==> src/rtl/mem_port_arbiter.sv <==
// mem_port_arbiter: shares one single-port memory between an instruction-fetch
// port and a data load/store port. Exactly one memory command is in flight at
// a time; data normally wins over fetch when both ask in the same cycle.
//
// Optional feature: define ARB_STARVE_GUARD_EN to enable the fetch starvation
// guard. After STREAK_MAX back-to-back data grants taken while fetch was
// waiting, the next contested arbitration goes to fetch. Without the macro,
// arbitration is strict data-over-fetch priority and no streak counter exists.
module mem_port_arbiter #(
    parameter int STREAK_MAX = 4
) (
    input  logic        clock,
    input  logic        reset,

    input  logic        f_req,
    input  logic [31:0] f_addr,
    output logic        f_gnt,
    output logic        f_rvalid,
    output logic [31:0] f_rdata,

    input  logic        d_req,
    input  logic        d_we,
    input  logic [31:0] d_addr,
    input  logic [31:0] d_wdata,
    input  logic [1:0]  d_size,
    output logic        d_gnt,
    output logic        d_rvalid,
    output logic [31:0] d_rdata,

    output logic        mem_req,
    output logic        mem_we,
    output logic [31:0] mem_addr,
    output logic [31:0] mem_wdata,
    output logic [1:0]  mem_size,
    input  logic        mem_rvalid,
    input  logic [31:0] mem_rdata
);

    typedef enum logic [1:0] {
        IDLE   = 2'b00,
        BUSY_F = 2'b01,
        BUSY_D = 2'b10
    } state_t;

    state_t state;
    logic   take_d;
    logic   guard_fire;

    // The streak counter is 4 bits wide, so only 1..15 is meaningful.
    if (STREAK_MAX < 1 || STREAK_MAX > 15) begin : g_streak_range
        $error("mem_port_arbiter: STREAK_MAX must be within 1..15");
    end

`ifdef ARB_STARVE_GUARD_EN
    localparam logic [3:0] STREAK_LIM = 4'(STREAK_MAX);

    logic [3:0] streak;

    assign guard_fire = (streak == STREAK_LIM) && f_req && d_req;

    // Count consecutive data grants that left a fetch request waiting.
    always_ff @(posedge clock) begin
        if (!reset) begin
            streak <= 4'd0;
        end else if (state == IDLE) begin
            if (take_d) begin
                streak <= f_req ? streak + 4'd1 : 4'd0;
            end else if (f_req) begin
                streak <= 4'd0;
            end
        end
    end
`else
    assign guard_fire = 1'b0;
`endif

    // Data wins unless the starvation guard hands this slot to fetch.
    assign take_d = d_req && !guard_fire;

    // Arbitration FSM: grant in IDLE, wait for memory completion, return data.
    always_ff @(posedge clock) begin
        if (!reset) begin
            state     <= IDLE;
            f_gnt     <= 1'b0;
            f_rvalid  <= 1'b0;
            f_rdata   <= 32'd0;
            d_gnt     <= 1'b0;
            d_rvalid  <= 1'b0;
            d_rdata   <= 32'd0;
            mem_req   <= 1'b0;
            mem_we    <= 1'b0;
            mem_addr  <= 32'd0;
            mem_wdata <= 32'd0;
            mem_size  <= 2'b00;
        end else begin
            // Grants, command strobe and completions are single-cycle pulses.
            f_gnt    <= 1'b0;
            d_gnt    <= 1'b0;
            mem_req  <= 1'b0;
            f_rvalid <= 1'b0;
            d_rvalid <= 1'b0;

            case (state)
                IDLE: begin
                    if (take_d) begin
                        state     <= BUSY_D;
                        d_gnt     <= 1'b1;
                        mem_req   <= 1'b1;
                        mem_we    <= d_we;
                        mem_addr  <= d_addr;
                        mem_wdata <= d_wdata;
                        mem_size  <= d_size;
                    end else if (f_req) begin
                        state     <= BUSY_F;
                        f_gnt     <= 1'b1;
                        mem_req   <= 1'b1;
                        mem_we    <= 1'b0;
                        mem_addr  <= f_addr;
                        mem_wdata <= 32'd0;
                        mem_size  <= 2'b10;
                    end
                end

                BUSY_F: begin
                    if (mem_rvalid) begin
                        state    <= IDLE;
                        f_rvalid <= 1'b1;
                        f_rdata  <= mem_rdata;
                    end
                end

                BUSY_D: begin
                    if (mem_rvalid) begin
                        state    <= IDLE;
                        d_rvalid <= 1'b1;
                        // Stores complete without touching the load-data register.
                        if (!mem_we) begin
                            d_rdata <= mem_rdata;
                        end
                    end
                end

                default: begin
                    state <= IDLE;
                end
            endcase
        end
    end

endmodule

==> config.mk <==
export PLATFORM = sky130hd
export DESIGN_NAME = mem_port_arbiter
export DESIGN_NICKNAME = d
export VERILOG_FILES = /design/src/rtl/mem_port_arbiter.sv
export SDC_FILE = /design/constraint.sdc
export NUM_CORES = 1
export LEC_CHECK = 0
export CAP_MARGIN = 20
export CORE_UTILIZATION = 40
export CTS_BUF_LIST = sky130_fd_sc_hd__clkbuf_8
export DETAILED_ROUTE_END_ITERATION = 16
export PLACE_DENSITY = 0.91
export SLEW_MARGIN = 25
export SYNTH_ARGS = -nofsm -noshare
export SYNTH_HDL_FRONTEND = slang
export SYNTH_SLANG_ARGS = --single-unit
==> constraint.sdc <==
create_clock -name clock -period 3.3 [get_ports clock]
set_clock_uncertainty 0.05 [all_clocks]
set_input_delay 0.33 -clock clock [delete_from_list [all_inputs] [get_ports clock]]
set_output_delay 0.33 -clock clock [all_outputs]
set_load 0.05 [all_outputs]
==> impl_metrics.yaml <==
detailed_routing:
  drtIter0Drc: 377
  num_vias: 4643
  avgRoutedWirePerCell_um: 15.98
  dr.pass1.iters: 4
  wirelength_mm: 14.94
  final_antenna_net_count: 0
  route.detailed.drc: 0
  viasPerCell: 4.966
worst_setup_path:
  critPathRequiredTime_ps: 2920
  reg2reg_slack_ps: 1410
  path_class: "reg -> out"
  path_delay_family: "buffers and inverters"
  r2r_cells: 7
  path_cells: "clkdlybuf4s50_1"
  startpoint_type: "flop"
  critPathCaptureType: "output pin"
  crit_buf_inv: 1
  cp.arrival_ps: 1690
  timing.rr.end: "d_rdata[3]"
  crit_path_max_incr_delay_ps: 850
  r2r-start: "state[0]"
  slowest_stage: "clkdlybuf4s50_1"
  cp_max_fo: 3
pwr:
  power_frac_clock_pct: 32.2
  netSwitchingFraction_pct: 31.58
  ir_drop_mv: 0.3693
  p_switching_w: 0.001386
  power.density_nw_per_um2: 538.3
  combPwrFrac_pct: 25.5
  p_leak_nw: 3.069
  seqPwrFrac_pct: 42.4
  p_int_w: 0.003003
floorplanning:
  die_h_um: 113.5
  die_x_um: 113.5
  die-area_um2: 12880
  initial_core_util_pct: 41.23
  core_area_um2: 12060
  ios: 272
  std_cell_rows: 40
synthesis:
  synth_fp_nets: 639
  synthTopCellsByArea: "dfxtp_1, nand2_1, mux2i_1, a22o_1, o2bb2ai_1"
  synth.avg_cell_area_um2: 9.947
  synth_cell_types: 25
  synth_area_um2: 4974
  yosys_warnings: 0
  synth.largest_area_cell: "dfxtp_1"
  synth.top_cell.area_share_pct: 55.55
  ys_ff_latch: 138
  yosysSeqAreaShare_pct: 55.55
  syn-instance-count: 500
sta:
  slew-limit-headroom_pct: 40.51
  min_period_ps: 2066
  max_freq_ghz: 0.4841
  finalHoldViolCount: 0
  drv_slew: 0
  fin_crit_sh_pct: 62.60
  rsz0062_at_grt: "false"
  worstMarginPinSlew_ps: 892.3
  fin_tns_setup_ps: 0
  setup_viol: 0
cells_and_area:
  final_nets: 894
  drive_gt1_share_pct: 5.606
  final_core_utilization_pct: 67.59
  area_growth_pct: 63.92
  antenna_cells: 0
clock_tree:
  numCtsBuffers: 17
  cts_setup_buffers: 0
  path_clk_slew_ps: 70
  clockRootBuffer: "clkbuf_8"
  cts_resized: 0
  clock-sinks: 138
  ctsHoldBuffers: 0
  cts_tree: "yes"
  ctsLongestPathBuffers: 2
  htreeDepth: 4
  clk_latency_ps: 430
status:
  status: "complete, no violations"
min_path:
  whs_endpoint: "f_gnt"
  hold_path_class: "in -> reg"
  min_path_cells: 3
  holdCritStartpoint: "reset"
global_route:
  grt_max_degree: 102
  grt_pass1_vias: 4600
  grtUsageTotal_pct: 22.63
  grt_pass1_wl_mm: 22.68
  antenna_found_initial: 0
  grt_overflow: 0
run:
  maxCapViolCount: 0
place:
  place_congestion: 0.7807
  dpl.hpwl_mm: 10.76
  portBuffers: 271
## kinds of logic (layout without fill, tap and decap cells)
group | count (synthesis) | after routing | synth area share, %
and+or+nand+nor | 142 | 142 | 12.03
AOI/OAI and AO/OA | 138 | 138 | 20.80
DFF | 138 | 138 | 55.55
buffers and inverters | 47 | 314 | 4.428
muxes | 32 | 32 | 6.440
adders and majority gates | 3 | 3 | 0.7548
## metrics by stage
stage	cell area, µm²	power (W)	worst slack, ps	hold WS [ps]	std cells
final	8153	0.004389	1234	120.9	935
after detailed placement	7730	0.003005	745.0	401.6	903
after global placement	7730	0.002980	878.0	387.1	903
after CTS	8139	0.004421	1071	85.31	934
after floorplan	4974	0.002542	1771	396.1	500
after global routing	8153	0.004566	1191	123.4	935
## routing by layer
metal	share of wire, %	vias to the layer above	GRT usage [%]
met5	0	-	0
met4	2.3	0	10.00
met3	6.0	27	6.217
met2	51	179	39.43
met1	40	2176	25.91
li1	-	2261	-
## worst min-delay path: stages
cell	delay, ps
buf_2	130
nand2_1	70
nor3_1	40
## final cells by class
class | count | area (µm²)
fillers | 867 | 3909
flip-flops and latches | 138 | 2763
clock inverters | 12 | 147.6
inverters | 5 | 18.77
well taps | 168 | 210.2
clock buffers | 19 | 261.5
multi-input cells | 315 | 1993
repair buffers | 278 | 2759
## flip-flops by register name, indices dropped and copies added, names as in the netlist, 2 cells and up
register / flops
state: 2
mem_size: 2
mem_wdata: 32
d_rdata: 32
f_rdata: 32
mem_addr: 32
## layout by cell type (no fill, tap or decap), drive strengths merged, types with 2 or more instances in the layout
master / synthesis / routed
o21ai: 35 / 35
buf: 23 / 9
o2bb2ai: 33 / 33
a21boi: 32 / 32
clkbuf: 19 / 19
nor2b: 2 / 2
ha: 3 / 3
mux2i: 32 / 32
a22o: 34 / 34
clkinvlp: 0 / 2
and3: 3 / 3
a21oi: 2 / 2
nand3: 32 / 32
and2: 2 / 2
clkinv: 0 / 6
inv: 5 / 6
clkdlybuf4s50: 0 / 269
nand2: 100 / 100
dfxtp: 138 / 138
bufinv: 0 / 3
## Yosys cell counts (all sizes together)
cell and count:
inv 5, and2 2, nand3b 1, a22o 34, o211ai 1, a21boi 32, buf 23, nand2 100
o211a 1, nor3 1, o2bb2ai 33, nor2 1, nand3 32, and3 3, dfxtp 138, a21oi 2
ha 3, o21ai 35, mux2i 32, clkbuf 19, nor2b 2
## power groups by stage
stage,Sequential [W],Combinational (W),Clock [W]
detailed placement,0.00189,0.00111,0
global placement,0.00189,0.00109,0
global route,0.00187,0.00117,0.00153
floorplan,0.00230,0.000244,0
CTS,0.00186,0.00112,0.00145
finish,0.00186,0.00112,0.00141
## how the worst max path moves through the flow
stage	depth (start not counted)	start	end	slack, ps
2_1_floorplan	4	mem_we	d_rdata[10]	1770
3_3_place_gp	5	mem_rvalid	d_rdata[3]	880
3_5_place_dp	5	mem_rvalid	d_rdata[2]	750
4_1_cts	6	state[0]	d_rdata[2]	1070
5_1_grt	6	state[1]	f_rdata[26]	1190
6_report	1	mem_we	mem_we	1230
Note: power is estimated with default switching activity, not from simulation.
